--- src/rtl/tone_sequencer.sv ---
// tone_sequencer: plays a programmable note pattern from an internal RAM as a square wave on a buzzer pin
module tone_sequencer #(
  parameter int UNIT_CYC = 25_000_000,
  parameter int DEPTH    = 16,
  parameter int DIV_W    = 18,
  parameter int P0       = 190839,
  parameter int P1       = 170067,
  parameter int P2       = 151514,
  parameter int P3       = 143265,
  parameter int P4       = 127550,
  parameter int P5       = 113635,
  parameter int P6       = 101213,
  localparam int AW      = $clog2(DEPTH)
) (
  input  logic          clk,
  input  logic          rst,
  input  logic          wr_en,
  input  logic [AW-1:0] wr_addr,
  input  logic [5:0]    wr_data,
  input  logic          start,
  input  logic          stop,
  input  logic          loop,
  input  logic [AW-1:0] last_addr,
  input  logic          enable,
  output logic          beep,
  output logic          busy,
  output logic [AW-1:0] note_idx,
  output logic          done
);
  localparam int UW = $clog2(UNIT_CYC);
  typedef enum logic [1:0] {IDLE, LOAD, PLAY} state_t;
  state_t           state_q;
  logic [5:0]       mem_q [DEPTH];
  logic [AW-1:0]    note_idx_q;
  logic [2:0]       code_q;
  logic [2:0]       dur_q;
  logic [DIV_W-1:0] period_q;
  logic [DIV_W-1:0] freq_q;
  logic [UW-1:0]    unit_q;
  logic             beep_q;
  logic             busy_q;
  logic             done_q;
  logic [5:0]       entry;
  logic [DIV_W-1:0] ld_period;
  logic             unit_wrap;
  logic             note_end;
  logic             beep_d;
  assign entry     = mem_q[note_idx_q];
  assign ld_period = entry[5:3] == 3'd0 ? DIV_W'(P0) :
                     entry[5:3] == 3'd1 ? DIV_W'(P1) :
                     entry[5:3] == 3'd2 ? DIV_W'(P2) :
                     entry[5:3] == 3'd3 ? DIV_W'(P3) :
                     entry[5:3] == 3'd4 ? DIV_W'(P4) :
                     entry[5:3] == 3'd5 ? DIV_W'(P5) :
                     entry[5:3] == 3'd6 ? DIV_W'(P6) : '0;
  assign unit_wrap = unit_q == UW'(UNIT_CYC - 1);
  assign note_end  = unit_wrap && dur_q == 3'd0;
  assign beep_d    = enable && code_q != 3'd7 && freq_q >= (period_q >> 1);
  assign beep      = beep_q;
  assign busy      = busy_q;
  assign note_idx  = note_idx_q;
  assign done      = done_q;
  // Pattern RAM write port; contents survive reset so a pattern can be replayed
  always_ff @(posedge clk) begin
    if (wr_en) mem_q[wr_addr] <= wr_data;
  end
  // Playback FSM: load an entry, time its tone and duration, then advance, wrap or finish
  always_ff @(posedge clk) begin
    if (!rst || stop) begin
      state_q <= IDLE;
      beep_q  <= 1'b0;
      busy_q  <= 1'b0;
      done_q  <= 1'b0;
      if (!rst) begin
        note_idx_q <= '0;
        code_q     <= '0;
        dur_q      <= '0;
        period_q   <= '0;
        freq_q     <= '0;
        unit_q     <= '0;
      end
    end else begin
      done_q <= 1'b0;
      beep_q <= 1'b0;
      case (state_q)
        IDLE: begin
          if (start) begin
            state_q    <= LOAD;
            busy_q     <= 1'b1;
            note_idx_q <= '0;
          end
        end
        LOAD: begin
          code_q   <= entry[5:3];
          dur_q    <= entry[2:0];
          period_q <= ld_period;
          freq_q   <= '0;
          unit_q   <= '0;
          state_q  <= PLAY;
        end
        PLAY: begin
          freq_q <= freq_q == period_q ? '0 : freq_q + DIV_W'(1);
          unit_q <= unit_wrap ? '0 : unit_q + UW'(1);
          if (unit_wrap && dur_q != 3'd0) dur_q <= dur_q - 3'd1;
          if (!note_end) begin
            beep_q <= beep_d;
          end else if (note_idx_q != last_addr) begin
            note_idx_q <= note_idx_q + AW'(1);
            state_q    <= LOAD;
          end else if (loop) begin
            note_idx_q <= '0;
            state_q    <= LOAD;
          end else begin
            state_q <= IDLE;
            busy_q  <= 1'b0;
            done_q  <= 1'b1;
          end
        end
        default: state_q <= IDLE;
      endcase
    end
  end
endmodule

--- config.mk ---
export PLATFORM = sky130hd
export DESIGN_NAME = tone_sequencer
export DESIGN_NICKNAME = d
export VERILOG_FILES = /design/src/rtl/tone_sequencer.sv
export SDC_FILE = /design/constraint.sdc
export NUM_CORES = 1
export LEC_CHECK = 0
export BUFFER_PORTS_ARGS = -buffer_cell sky130_fd_sc_hd__buf_2
export CAP_MARGIN = 15
export CORE_MARGIN = 8
export CORE_UTILIZATION = 40
export DETAILED_ROUTE_END_ITERATION = 8
export PLACE_DENSITY_LB_ADDON = 0.25
export SYNTH_ARGS = -nofsm -noshare
export SYNTH_HDL_FRONTEND = slang
export SYNTH_SLANG_ARGS = --single-unit
--- constraint.sdc ---
create_clock -name clk -period 2.3 [get_ports clk]
set_input_delay 0.23 -clock clk [delete_from_list [all_inputs] [get_ports clk]]
set_output_delay 0.23 -clock clk [all_outputs]
set_load 0.02 [all_outputs]
==> metrics.yaml <==
fmax_ghz: 0.438
grt_pass1_vias: 5078
internal_power_w: 0.00535
clk_pin_slew_ns: 0.08
worst_slew_pin_slew_ns: 0.787
drtIter0Drc: 242
netlist-cell-type-count: 49
hp-class: "in -> reg"
synthMuxAreaShare: 0.0866
fin_worst_skew_ns: 0.0125
worstSkewPairLatency_ns: 0.44
seq_area_frac_synth: 0.628
drc: 0
synth_area_mm2: 0.00823
synth-main-ff-cell: "edfxtp_1"
die_h_um: 159
io_buffer_count: 27
drv_cap: 0
combPwrFrac: 0.074
yosys.area_share.simple: 0.127
netSwitchingPower_w: 0.00183
num_antenna_cells: 0
busiest_layer: "met2"
switching_share: 0.255
antenna_found_initial: 0
via_per_inst: 5.12
fin_cells: 950
cts_root_buf: "clkbuf_16"
vias: 4862
met1_usage: 0.169
track_usage: 0.132
power_frac_seq: 0.514
syn_avg_cell_area_um2: 13.8
fin_ws_ns: 0.0166
period_minus_slack_ns: 2.28
area_growth_pct: 17.2
grt_overflow_total: 0
fin_nets: 710
syn-num-nets: 640
pwr-share-clk: 0.411
synth-seq-cells: 175
ios: 28
numCtsBuffers: 17
core_mm2: 0.0202
cp_top_family: "multiplexers"
cts_buffer_depth: 2
critical-path-max-stage-delay_ns: 0.55
synth_top_family_by_area: "simple AND/OR/NAND/NOR gates"
synth_fa_ha_area_frac: 0.0335
synth_edf_count: 166
drive_above_1_share: 0.221
setup_viol_count_final: 0
crit_fanout: 6
dr.pass1.iters: 4
syn_inst: 597
rsz0062_at_grt: "yes"
arrival_ns: 2.56
wirelength_um: 16300
fin_crit_sh: 0.993
path_cells: "buf_16 > mux4_2 > mux4_2 > and2_4 > o21ai_1 > nand2_1 > a21oi_1"
worstSetupPathType: "reg -> reg"
slew_viol_final: 0
endpoint_kind: "register"
ir_worst_vdd_mv: 0.424
holdWs_ns: 0.134
grtUsageMet3: 0.0256
wire_per_inst_um: 17.1
tns_ns: 0
synthXorXnorAreaFrac: 0.0650
grt_pass1_wl_um: 26700
status: "complete, no violations"
synth-compound-area-share: 0.0348
ys_warn_count: 0
start_kind: "register"
finalCoreUtilization: 0.476
postSynth.asyncResetShare: 0
hold_buffers: 0
cts_tree: "done"
post-place-cells: 915
hp-start: "loop"
die_area_mm2: 0.0254
slew_headroom: 0.474
p_leak_nw: 3.37
grt_max_degree: 26
die_width_um: 159
finalHoldViolCount: 0
required_ns: 2.58
grt_use_met2: 0.217
cts_num_sinks: 175
worst-path-buf-inv: 1
gp_congestion: 0.812
powerDensity_mw_per_mm2: 745
htreeDepth: 4
postRouteAntennaNets: 0
start_util: 0.407
crit_top_cell: "mux4_2"
place_ws_ns: -0.0196
dp_hpwl_um: 11400
rows: 52
critPathSlowestCell: "mux4_2"
==> worst paths after layout <==
kind / to / slack (ns) / cells past startpoint
worst max register to register: period_q[8]$_SDFFCE_PN0P_ / 0.02 / 7
worst min-delay path: done$_SDFF_PP0_ / 0.13 / 4
worst max-delay path: period_q[8]$_SDFFCE_PN0P_ / 0.02 / 7
worst min register to register: state_q[0]$_SDFFE_PN0P_ / 0.51 / 1
==> state kept, by name (all words and copies together), names as in the netlist, named ones only <==
register  count
done          1
note_idx      4
dur_q         3
beep          1
freq_q       18
unit_q       25
code_q        3
state_q       2
period_q     17
busy          1
mem_q        96
==> cell usage after synthesis, drive strengths merged, types with 13 or more instances <==
master  instances  area share
xnor2          20       0.021
nand4          13      0.0099
edfxtp        166        0.61
mux4           30       0.084
nor3           13      0.0079
nand2          25       0.011
xor2           41       0.044
nor2           91       0.043
nand3          21       0.013
inv            30       0.014
ha             22       0.033
a21oi          17       0.010
==> worst reg2reg max path: stages (launching register included) <==
cell and delay (ns):
dfxtp_4 0.39, buf_16 0.13, mux4_2 0.50, mux4_2 0.55, and2_4 0.21, o21ai_1 0.12, nand2_1 0.10, a21oi_1 0.13
==> power by group through the flow <==
stage / combinational, W / clock, W / sequential (W)
3_3_place_gp: 0.000497 / 0 / 0.00376
2_1_floorplan: 0.000336 / 0 / 0.00375
6_report: 0.000534 / 0.00295 / 0.00369
3_5_place_dp: 0.000510 / 0 / 0.00376
4_1_cts: 0.000523 / 0.00302 / 0.00369
5_1_grt: 0.000595 / 0.00313 / 0.00371
==> cells by family (layout without fill, tap and decap cells) <==
logic type,count (synthesis),after routing
AOI/OAI and AO/OA,46,46
xor gates and xnor gates,61,61
adders and majority gates,22,22
buffers and inverters,47,130
DFF,175,175
muxes,32,32
and+or+nand+nor,214,214
==> per-layer routing <==
metal  wire length [um]  up-vias
met5                  0        -
met4                336        0
met3                504       20
met2               7920       88
met1               7500     2399
li1                   -     2355
==> stage by stage <==
stage,power [W],cell area [um2]
final,0.00718,9640
after global routing,0.00743,9640
after CTS,0.00724,9580
after detailed placement,0.00427,8910
after global placement,0.00426,8910
after floorplan,0.00408,8230
==> cell usage in the layout (no fill, tap or decap), types with 4 or more instances in the layout <==
master       n
edfxtp_1   166
o21ai_0      6
nand4_1     13
nor2b_1      7
ha_1        22
mux4_2      30
and2_1       5
nor2_2       4
o21ai_1      4
nor2_1      86
and3_1       7
xor2_1      41
a21o_1       6
clkbuf_16   17
xnor2_1     19
nand2_1     24
nor3_1      13
clkinv_8    10
nor4_1       6
inv_1       30
a21oi_1     16
dfxtp_1      8
buf_4       37
buf_2       27
nand3_1     21
nand2b_1     7
==> timing repair <==
action / in CTS / in global routing
resized for setup: 7 / 13
pin swaps: 1 / 2
setup endpoints to repair: 7 / 34
hold endpoints to repair: 0 / 0
setup buffers: 2 / 0
cloned: 1 / 0
==> final cells by class <==
type                       count  area (um2)
tap                          270         338
fill                        1770       10600
clock inverter                15         213
clock buffer                  17         425
multi-input combinational    375        2890
timing repair buffer          68         495
inverter                      30         113
sequential                   175        5170
(Power assumes the default switching activity.)
